===== src/rtl/spi_host_pkg.sv =====
// spi_host_pkg: FSM encoding, SPI mode and command opcodes shared by host and slave
package spi_host_pkg;
  typedef enum logic [2:0] {
    SPI_IDLE, SPI_SETUP, SPI_LOAD, SPI_LOW, SPI_HIGH, SPI_HOLD, SPI_GAP
  } spi_state_e;
  localparam int SPI_MODE = 0;
  localparam logic [7:0] OP_CFG_WR = 8'h01;
  localparam logic [7:0] OP_ADC_RD = 8'h02;
  localparam logic [7:0] OP_DDS_WR = 8'h03;
endpackage


===== src/rtl/spi_host_if.sv =====
// spi_host_if: command, TX stream, RX stream and status handshake of spi_host
interface spi_host_if #(parameter int LEN_W = 12);
  logic             cmd_valid;
  logic [LEN_W-1:0] cmd_len;
  logic             cmd_ready;
  logic [7:0]       tx_data;
  logic             tx_valid;
  logic             tx_ready;
  logic [7:0]       rx_data;
  logic             rx_valid;
  logic             busy;
  logic             done;
  modport master (output cmd_valid, cmd_len, tx_data, tx_valid,
                  input cmd_ready, tx_ready, rx_data, rx_valid, busy, done);
  modport slave (input cmd_valid, cmd_len, tx_data, tx_valid,
                 output cmd_ready, tx_ready, rx_data, rx_valid, busy, done);
endinterface


===== src/rtl/spi_host_clkgen.sv =====
// spi_host_clkgen: sck half-period counter, strobes phase_end on the last cycle of each phase
module spi_host_clkgen #(parameter int CLK_DIV = 4) (
  input  logic clk,
  input  logic rst,
  input  logic run_i,
  output logic phase_end_o
);
  localparam int CW = $clog2(CLK_DIV + 1);
  logic [CW-1:0] cnt_q, cnt_d;
  assign phase_end_o = run_i && cnt_q == CW'(CLK_DIV - 1);
  // restart at every phase boundary and hold at zero while not timing a phase
  always_comb cnt_d = (!run_i || phase_end_o) ? '0 : cnt_q + 1'b1;
  // counter register
  always_ff @(posedge clk) cnt_q <= rst ? '0 : cnt_d;
endmodule


===== src/rtl/spi_host.sv =====
// spi_host: SPI mode-0 master framing byte-count transactions with ncs
module spi_host import spi_host_pkg::*; #(
  parameter int CLK_DIV = 4,
  parameter int LEN_W   = 12,
  parameter int GAP_CYC = 8
) (
  input  logic      clk,
  input  logic      rst,
  spi_host_if.slave bus,
  output logic      sck_spi,
  output logic      mosi_spi,
  output logic      ncs_spi,
  input  logic      miso_spi
);
  localparam int GW = $clog2(GAP_CYC + 1);
  spi_state_e state_q, state_d;
  logic [LEN_W-1:0] len_q, len_d;
  logic [2:0] bit_q, bit_d;
  logic [7:0] sh_q, sh_d, rx_q, rx_d;
  logic [GW-1:0] gap_q, gap_d;
  logic sck_q, sck_d, ncs_q, ncs_d, mosi_q, mosi_d, rxv_q, rxv_d, done_q, done_d;
  logic s1_q, s2_q, pe, load;
  spi_host_clkgen #(.CLK_DIV(CLK_DIV)) u_clkgen (
    .clk(clk), .rst(rst),
    .run_i(state_q inside {SPI_SETUP, SPI_LOW, SPI_HIGH, SPI_HOLD}),
    .phase_end_o(pe)
  );
  assign load          = state_q == SPI_LOAD && bus.tx_valid;
  assign bus.cmd_ready = state_q == SPI_IDLE;
  assign bus.busy      = state_q != SPI_IDLE;
  assign bus.tx_ready  = load;
  assign bus.rx_data   = rx_q;
  assign bus.rx_valid  = rxv_q;
  assign bus.done      = done_q;
  assign sck_spi       = sck_q;
  assign ncs_spi       = ncs_q;
  assign mosi_spi      = mosi_q;
  // next state, datapath and registered pin values derived from the next state
  always_comb begin
    state_d = state_q;
    len_d   = len_q;
    bit_d   = bit_q;
    sh_d    = sh_q;
    rx_d    = rx_q;
    gap_d   = gap_q;
    mosi_d  = mosi_q;
    rxv_d   = 1'b0;
    done_d  = 1'b0;
    case (state_q)
      SPI_IDLE: if (bus.cmd_valid) begin
        len_d   = bus.cmd_len;
        done_d  = bus.cmd_len == '0;
        state_d = bus.cmd_len == '0 ? SPI_IDLE : SPI_SETUP;
      end
      SPI_SETUP: state_d = pe ? SPI_LOAD : SPI_SETUP;
      SPI_LOAD: if (load) begin
        sh_d    = bus.tx_data;
        mosi_d  = bus.tx_data[7];
        state_d = SPI_LOW;
      end
      SPI_LOW: state_d = pe ? SPI_HIGH : SPI_LOW;
      SPI_HIGH: if (pe) begin
        sh_d   = {sh_q[6:0], s2_q};
        mosi_d = sh_q[6];
        bit_d  = bit_q + 3'd1;
        if (bit_q == 3'd7) begin
          rx_d    = sh_d;
          rxv_d   = 1'b1;
          len_d   = len_q - 1'b1;
          state_d = len_d == '0 ? SPI_HOLD : SPI_LOAD;
        end else state_d = SPI_LOW;
      end
      SPI_HOLD: if (pe) begin
        done_d  = 1'b1;
        gap_d   = '0;
        state_d = SPI_GAP;
      end
      SPI_GAP: begin
        gap_d   = gap_q + 1'b1;
        state_d = gap_q == GW'(GAP_CYC - 1) ? SPI_IDLE : SPI_GAP;
      end
      default: state_d = SPI_IDLE;
    endcase
    sck_d = state_d == SPI_HIGH;
    ncs_d = state_d inside {SPI_IDLE, SPI_GAP};
  end
  // state, datapath, pin registers and the two-flop miso synchronizer
  always_ff @(posedge clk) begin
    if (rst) begin
      state_q <= SPI_IDLE;
      len_q   <= '0;
      bit_q   <= '0;
      sh_q    <= '0;
      rx_q    <= '0;
      gap_q   <= '0;
      sck_q   <= 1'b0;
      ncs_q   <= 1'b1;
      mosi_q  <= 1'b0;
      rxv_q   <= 1'b0;
      done_q  <= 1'b0;
      s1_q    <= 1'b0;
      s2_q    <= 1'b0;
    end else begin
      state_q <= state_d;
      len_q   <= len_d;
      bit_q   <= bit_d;
      sh_q    <= sh_d;
      rx_q    <= rx_d;
      gap_q   <= gap_d;
      sck_q   <= sck_d;
      ncs_q   <= ncs_d;
      mosi_q  <= mosi_d;
      rxv_q   <= rxv_d;
      done_q  <= done_d;
      s1_q    <= miso_spi;
      s2_q    <= s1_q;
    end
  end
endmodule

===== src/flat_wrapper.sv =====
// flat-port wrapper written by rule: the top's interface ports become plain ports
module spi_host_flat import spi_host_pkg::*;
#(
  parameter int CLK_DIV = 4,
  parameter int LEN_W   = 12,
  parameter int GAP_CYC = 8
)
  (clk, rst, sck_spi, mosi_spi, ncs_spi, miso_spi, bus_cmd_valid, bus_cmd_len, bus_tx_data, bus_tx_valid, bus_cmd_ready, bus_tx_ready, bus_rx_data, bus_rx_valid, bus_busy, bus_done);
  spi_host_if #(.LEN_W(LEN_W)) bus_i ();
  input  logic clk;
  input  logic rst;
  output logic sck_spi;
  output logic mosi_spi;
  output logic ncs_spi;
  input  logic miso_spi;
  input wire logic [$bits(bus_i.cmd_valid)-1:0] bus_cmd_valid;
  input wire logic [$bits(bus_i.cmd_len)-1:0] bus_cmd_len;
  input wire logic [$bits(bus_i.tx_data)-1:0] bus_tx_data;
  input wire logic [$bits(bus_i.tx_valid)-1:0] bus_tx_valid;
  output wire logic [$bits(bus_i.cmd_ready)-1:0] bus_cmd_ready;
  output wire logic [$bits(bus_i.tx_ready)-1:0] bus_tx_ready;
  output wire logic [$bits(bus_i.rx_data)-1:0] bus_rx_data;
  output wire logic [$bits(bus_i.rx_valid)-1:0] bus_rx_valid;
  output wire logic [$bits(bus_i.busy)-1:0] bus_busy;
  output wire logic [$bits(bus_i.done)-1:0] bus_done;
  assign bus_i.cmd_valid = bus_cmd_valid;
  assign bus_i.cmd_len = bus_cmd_len;
  assign bus_i.tx_data = bus_tx_data;
  assign bus_i.tx_valid = bus_tx_valid;
  assign bus_cmd_ready = bus_i.cmd_ready;
  assign bus_tx_ready = bus_i.tx_ready;
  assign bus_rx_data = bus_i.rx_data;
  assign bus_rx_valid = bus_i.rx_valid;
  assign bus_busy = bus_i.busy;
  assign bus_done = bus_i.done;
  spi_host #(.CLK_DIV(CLK_DIV), .LEN_W(LEN_W), .GAP_CYC(GAP_CYC)) u_core (.clk(clk), .rst(rst), .bus(bus_i), .sck_spi(sck_spi), .mosi_spi(mosi_spi), .ncs_spi(ncs_spi), .miso_spi(miso_spi));
endmodule

===== config.mk =====
export PLATFORM = sky130hd
export DESIGN_NAME = spi_host_flat
export DESIGN_NICKNAME = d
export VERILOG_FILES = /design/src/rtl/spi_host_pkg.sv /design/src/rtl/spi_host_if.sv /design/src/rtl/spi_host_clkgen.sv /design/src/rtl/spi_host.sv /design/src/flat_wrapper.sv
export SDC_FILE = /design/constraint.sdc
export NUM_CORES = 1
export LEC_CHECK = 0
export BUFFER_PORTS_ARGS = -buffer_cell sky130_fd_sc_hd__buf_2
export CAP_MARGIN = 10
export CORE_MARGIN = 5
export CORE_UTILIZATION = 50
export CTS_CLUSTER_DIAMETER = 200
export DETAILED_ROUTE_END_ITERATION = 16
export PLACE_DENSITY = 0.75
export SLEW_MARGIN = 5
export SYNTH_ARGS = -nofsm -noshare
export SYNTH_HDL_FRONTEND = slang
export SYNTH_HIERARCHICAL = 1
export SYNTH_SLANG_ARGS = --single-unit

===== constraint.sdc =====
create_clock -name clk -period 2.3 [get_ports clk]
set_input_delay 0.46 -clock clk [delete_from_list [all_inputs] [get_ports clk]]
set_output_delay 0.46 -clock clk [all_outputs]
set_load 0.05 [all_outputs]

==> reports/qor.txt <==
===========================================================================================
Result of the run                                                              finished clean
Gr busiest metal                                                                       met2
Met3 Use GR                                                                           4.63%
R2R setup slack                                                                      100 ps
CTS tree                                                                                yes
Area share of fa/ha/maj cells after synthesis                                         3.61%
Synthesized-area fraction occupied by xor and xnor cells                              1.44%
Design area                                                                        2850 um2
Largest cells by area after synthesis                                          dfxtp_1 (39%), a21oi_1 (7.4%), nor2_1 (7.0%), nand2_1 (5.9%), ha_1 (3.6%)
Total detailed-routing wirelength                                                   5390 um
Setup slack at placement                                                            91.9 ps
Reported max-cap violation count                                                          0
Main combinational cell family by area after synthesis                         simple AND/OR/NAND/NOR gates
Pin count of the biggest net entering global routing                                     29
Final period utilization                                                              95.6%
Post-detailed-placement half-perimeter wirelength                                   3760 um
Crit. End Element                                                                      flop
GRT met2 Usage                                                                        27.8%
Remaining max-slew budget at the tightest pin                                         61.0%
Wire length of the first global-routing pass                                        8800 um
Crit path DAT                                                                       2400 ps
Critical path peak fanout                                                                 5
Number of antenna violations at the first check in global routing                         0
Crit path required time                                                             2500 ps
Area share of the largest cell type after synthesis                                   38.7%
Most used flip-flop cell after synthesis                                            dfxtp_1
Die X                                                                               79.7 um
CTS Buffer Depth                                                                          2
Startpoint of the worst register-to-register path                              u_core/len_q[1]
Flop and latch count out of synthesis                                                    47
Max Clk Rate                                                                      0.455 GHz
Antenna diode count                                                                       0
DRT antenna net count                                                                     0
Standby leakage power                                                               1.24 nW
Startpoint of the worst setup timing path                                      u_core/len_q[1]
Post-synthesis compound-gate area fraction                                            19.3%
Combined buffer and inverter count along the critical path                                1
Final weighted congestion in routability-driven placement                             0.917
Via count of the first global-routing pass                                             1992
Number of design-rule violations left by the first detailed-router iteration            219
Synth Area in Simple Gates                                                            27.5%
Post-synthesis net count                                                                333
Average size of a mapped cell                                                      8.07 um2
Core Footprint                                                                     4720 um2
First drt pass iteration count                                                            4
Total Negative Setup Slacks                                                            0 ps
Critical path's slowest cell                                                          or4_4
Worst-Skew Late Latency                                                              310 ps
Count of port buffers added during placement                                             40
Dominant delay contributor by cell family on the critical path                 compound AO/OA/AOI/OAI gates
Number of warnings reported in the yosys synthesis log                                    6
EDFF count, synth                                                                         0
Clock root cell                                                                    clkbuf_8
Sequential area share after synthesis                                                 38.7%
Path type of the worst min-delay path                                          input pin to flop
Worst vdd rail ir drop                                                             0.396 mV
Capturing element of the worst setup path                                      u_core/ncs_spi
Worst clock skew                                                                    8.93 ps
Nets                                                                                    374
Cell-by-cell listing of the critical path                                      inv_1 > ha_2 > nor3b_4 > or4_4 > a211oi_4 > a41o_2 > xnor2_1 > a21o_1
Effective utilization at floorplan                                                    51.4%
Avg WL per Cell                                                                     13.2 um
Hold Fails Final Rpt                                                                      0
Netlist cell types                                                                       53
Async S/R FF share, synth                                                                0%
Die H                                                                               79.7 um
CP startpoint kind                                                                     flop
Critical path depth in cells                                                              8
Via density per instance                                                               5.39
Register Area                                                                       942 um2
Via total after detailed routing                                                       2208
Multiplexer area fraction after synthesis                                             3.30%
Critical path start-end classification                                         flop to flop
Number of pins with negative max-slew slack in the final report                           0
Layout cell share with drive strength beyond 1                                        23.6%
Count of unresolved DRC violations after routing                                          0
IO Pins                                                                                  41
Maximum level of the CTS H-tree                                                           2
Peak per-stage delay on the critical path                                            540 ps
Clock transition at the registers of the reported paths                               90 ps
Fraction of met1 tracks used by global routing                                        22.9%
Total grt overflow                                                                        0
Worst Reg2Reg Path Length in Cells                                                        8
GR Util All Layers                                                                    17.4%
Shortest clock period the worst path allows after layout                            2200 ps
Area Growth Syn to Fin                                                                17.3%
Power per unit of standard cell area                                             609 nW/um2
Setup violations, final                                                                   0
Min-delay src                                                                      miso_spi
Fin worst setup slack                                                                101 ps
Multi-input gate area in the final layout                                          1380 um2
Number of standard-cell rows in the floorplan                                            25
Cts-stage hold buffer count                                                               0
Slew @ Worst Pin                                                                     580 ps
Number of clock sinks                                                                    47
Floorplan die area                                                                 6350 um2
Worst r2r dst                                                                  u_core/ncs_spi
Area of placed instances                                                           2700 um2
TritonCTS buffer count                                                                    5
Fill cell total of the finished layout                                                  423
Post-synthesis cell type with the largest combined area                             dfxtp_1
Gate Count Post-Synth                                                                   301
Synthesized area                                                                   2430 um2
===========================================================================================
[report_power, final]
part | internal [mW] | leakage, nW | switching [mW]
sequential | 0.835 | 0.382 | 0.0234
combinational | 0.0944 | 0.797 | 0.135
clock | 0.358 | 0.0618 | 0.288
[synth_stat cells, drive strengths merged, types with 3 or more instances]
master	count
nor4	5
clkbuf	11
a211oi	5
dfxtp	47
nor2b	4
nor3b	4
and3b	3
a31oi	5
inv	7
o21ai	14
nor3	6
buf	7
ha	7
nor2	45
nand2	38
nand3	8
a22oi	5
mux2i	8
nor4b	3
or4	3
a21oi	36
[registers in the layout, indices dropped and copies added (netlist names), 3 cells and up]
name / cells
u_core/gap_q: 4
u_core/bit_q: 3
u_core/bus.rx_data: 8
u_core/len_q: 12
u_core/state_q: 3
u_core/sh_q: 7
u_core/u_clkgen/cnt_q: 3
[logic make-up after synthesis]
group	Yosys count
flops	47
buf+inv	26
mux	8
simple gates	132
fa+ha+maj	7
compound gates	77
xor+xnor	4
[how the worst min path moves through the flow]
stage / slack (ps) / to / cells past startpoint
floorplan: 400 / u_core/u_clkgen/cnt_q[0] / 1
global placement: 420 / u_core/u_clkgen/cnt_q[0] / 1
detailed placement: 420 / u_core/u_clkgen/cnt_q[0] / 1
CTS: 350 / u_core/s1_q / 2
global route: 370 / u_core/s1_q / 2
finish: 360 / u_core/s1_q / 2
[area by class of cell]
| class | count | area share (%) |
|---|---|---|
| Multi-Input combinational cell | 228 | 48.3 |
| Sequential cell | 47 | 33.1 |
| Timing Repair Buffer | 53 | 10.5 |
| Tap cell | 67 | 2.94 |
| Clock buffer | 6 | 2.90 |
| Clock inverter | 2 | 1.36 |
| Inverter | 7 | 0.923 |
[placed cells by master, fill, tap and decap left out, drive strengths merged, types with 2 or more instances in the layout]
| cell | count |
|---|---|
| and3 | 2 |
| buf | 53 |
| a22o | 2 |
| or3 | 2 |
| nand2 | 38 |
| nand3b | 2 |
| clkbuf | 6 |
| ha | 7 |
| a211oi | 5 |
| xnor2 | 2 |
| and3b | 3 |
| xor2 | 2 |
| nor2b | 4 |
| a22oi | 5 |
| dfxtp | 47 |
| nor2 | 45 |
| inv | 8 |
| nor3 | 6 |
| or4 | 3 |
| nor3b | 4 |
| a21oi | 36 |
| o21ai | 14 |
| and2 | 2 |
| o22ai | 2 |
| nand3 | 8 |
| mux2i | 8 |
| nor4b | 3 |
| nor4 | 5 |
| a31oi | 5 |
[repair_timing]
action	in CTS	in global routing
setup endpoints to repair	0	2
gates resized for setup	0	6
hold endpoints to repair	0	0
buffers inserted	0	0
[stage by stage]
step	cells	power [mW]	hold slack, ps	utilization [%]
finish	410	1.73	360	60.3
global route	410	1.81	372	60.3
CTS	410	1.74	350	59.7
detailed placement	402	1.09	423	57.2
global placement	402	1.09	419	57.2
floorplan	301	1.02	403	-
[layer usage]
| metal | wire length (um) | vias to the layer above |
|---|---|---|
| li1 | - | 1143 |
| met1 | 2550 | 1002 |
| met2 | 2470 | 58 |
| met3 | 313 | 5 |
| met4 | 57 | 0 |
| met5 | 0 | - |
No activity file was read; power rests on OpenSTA's default activity.
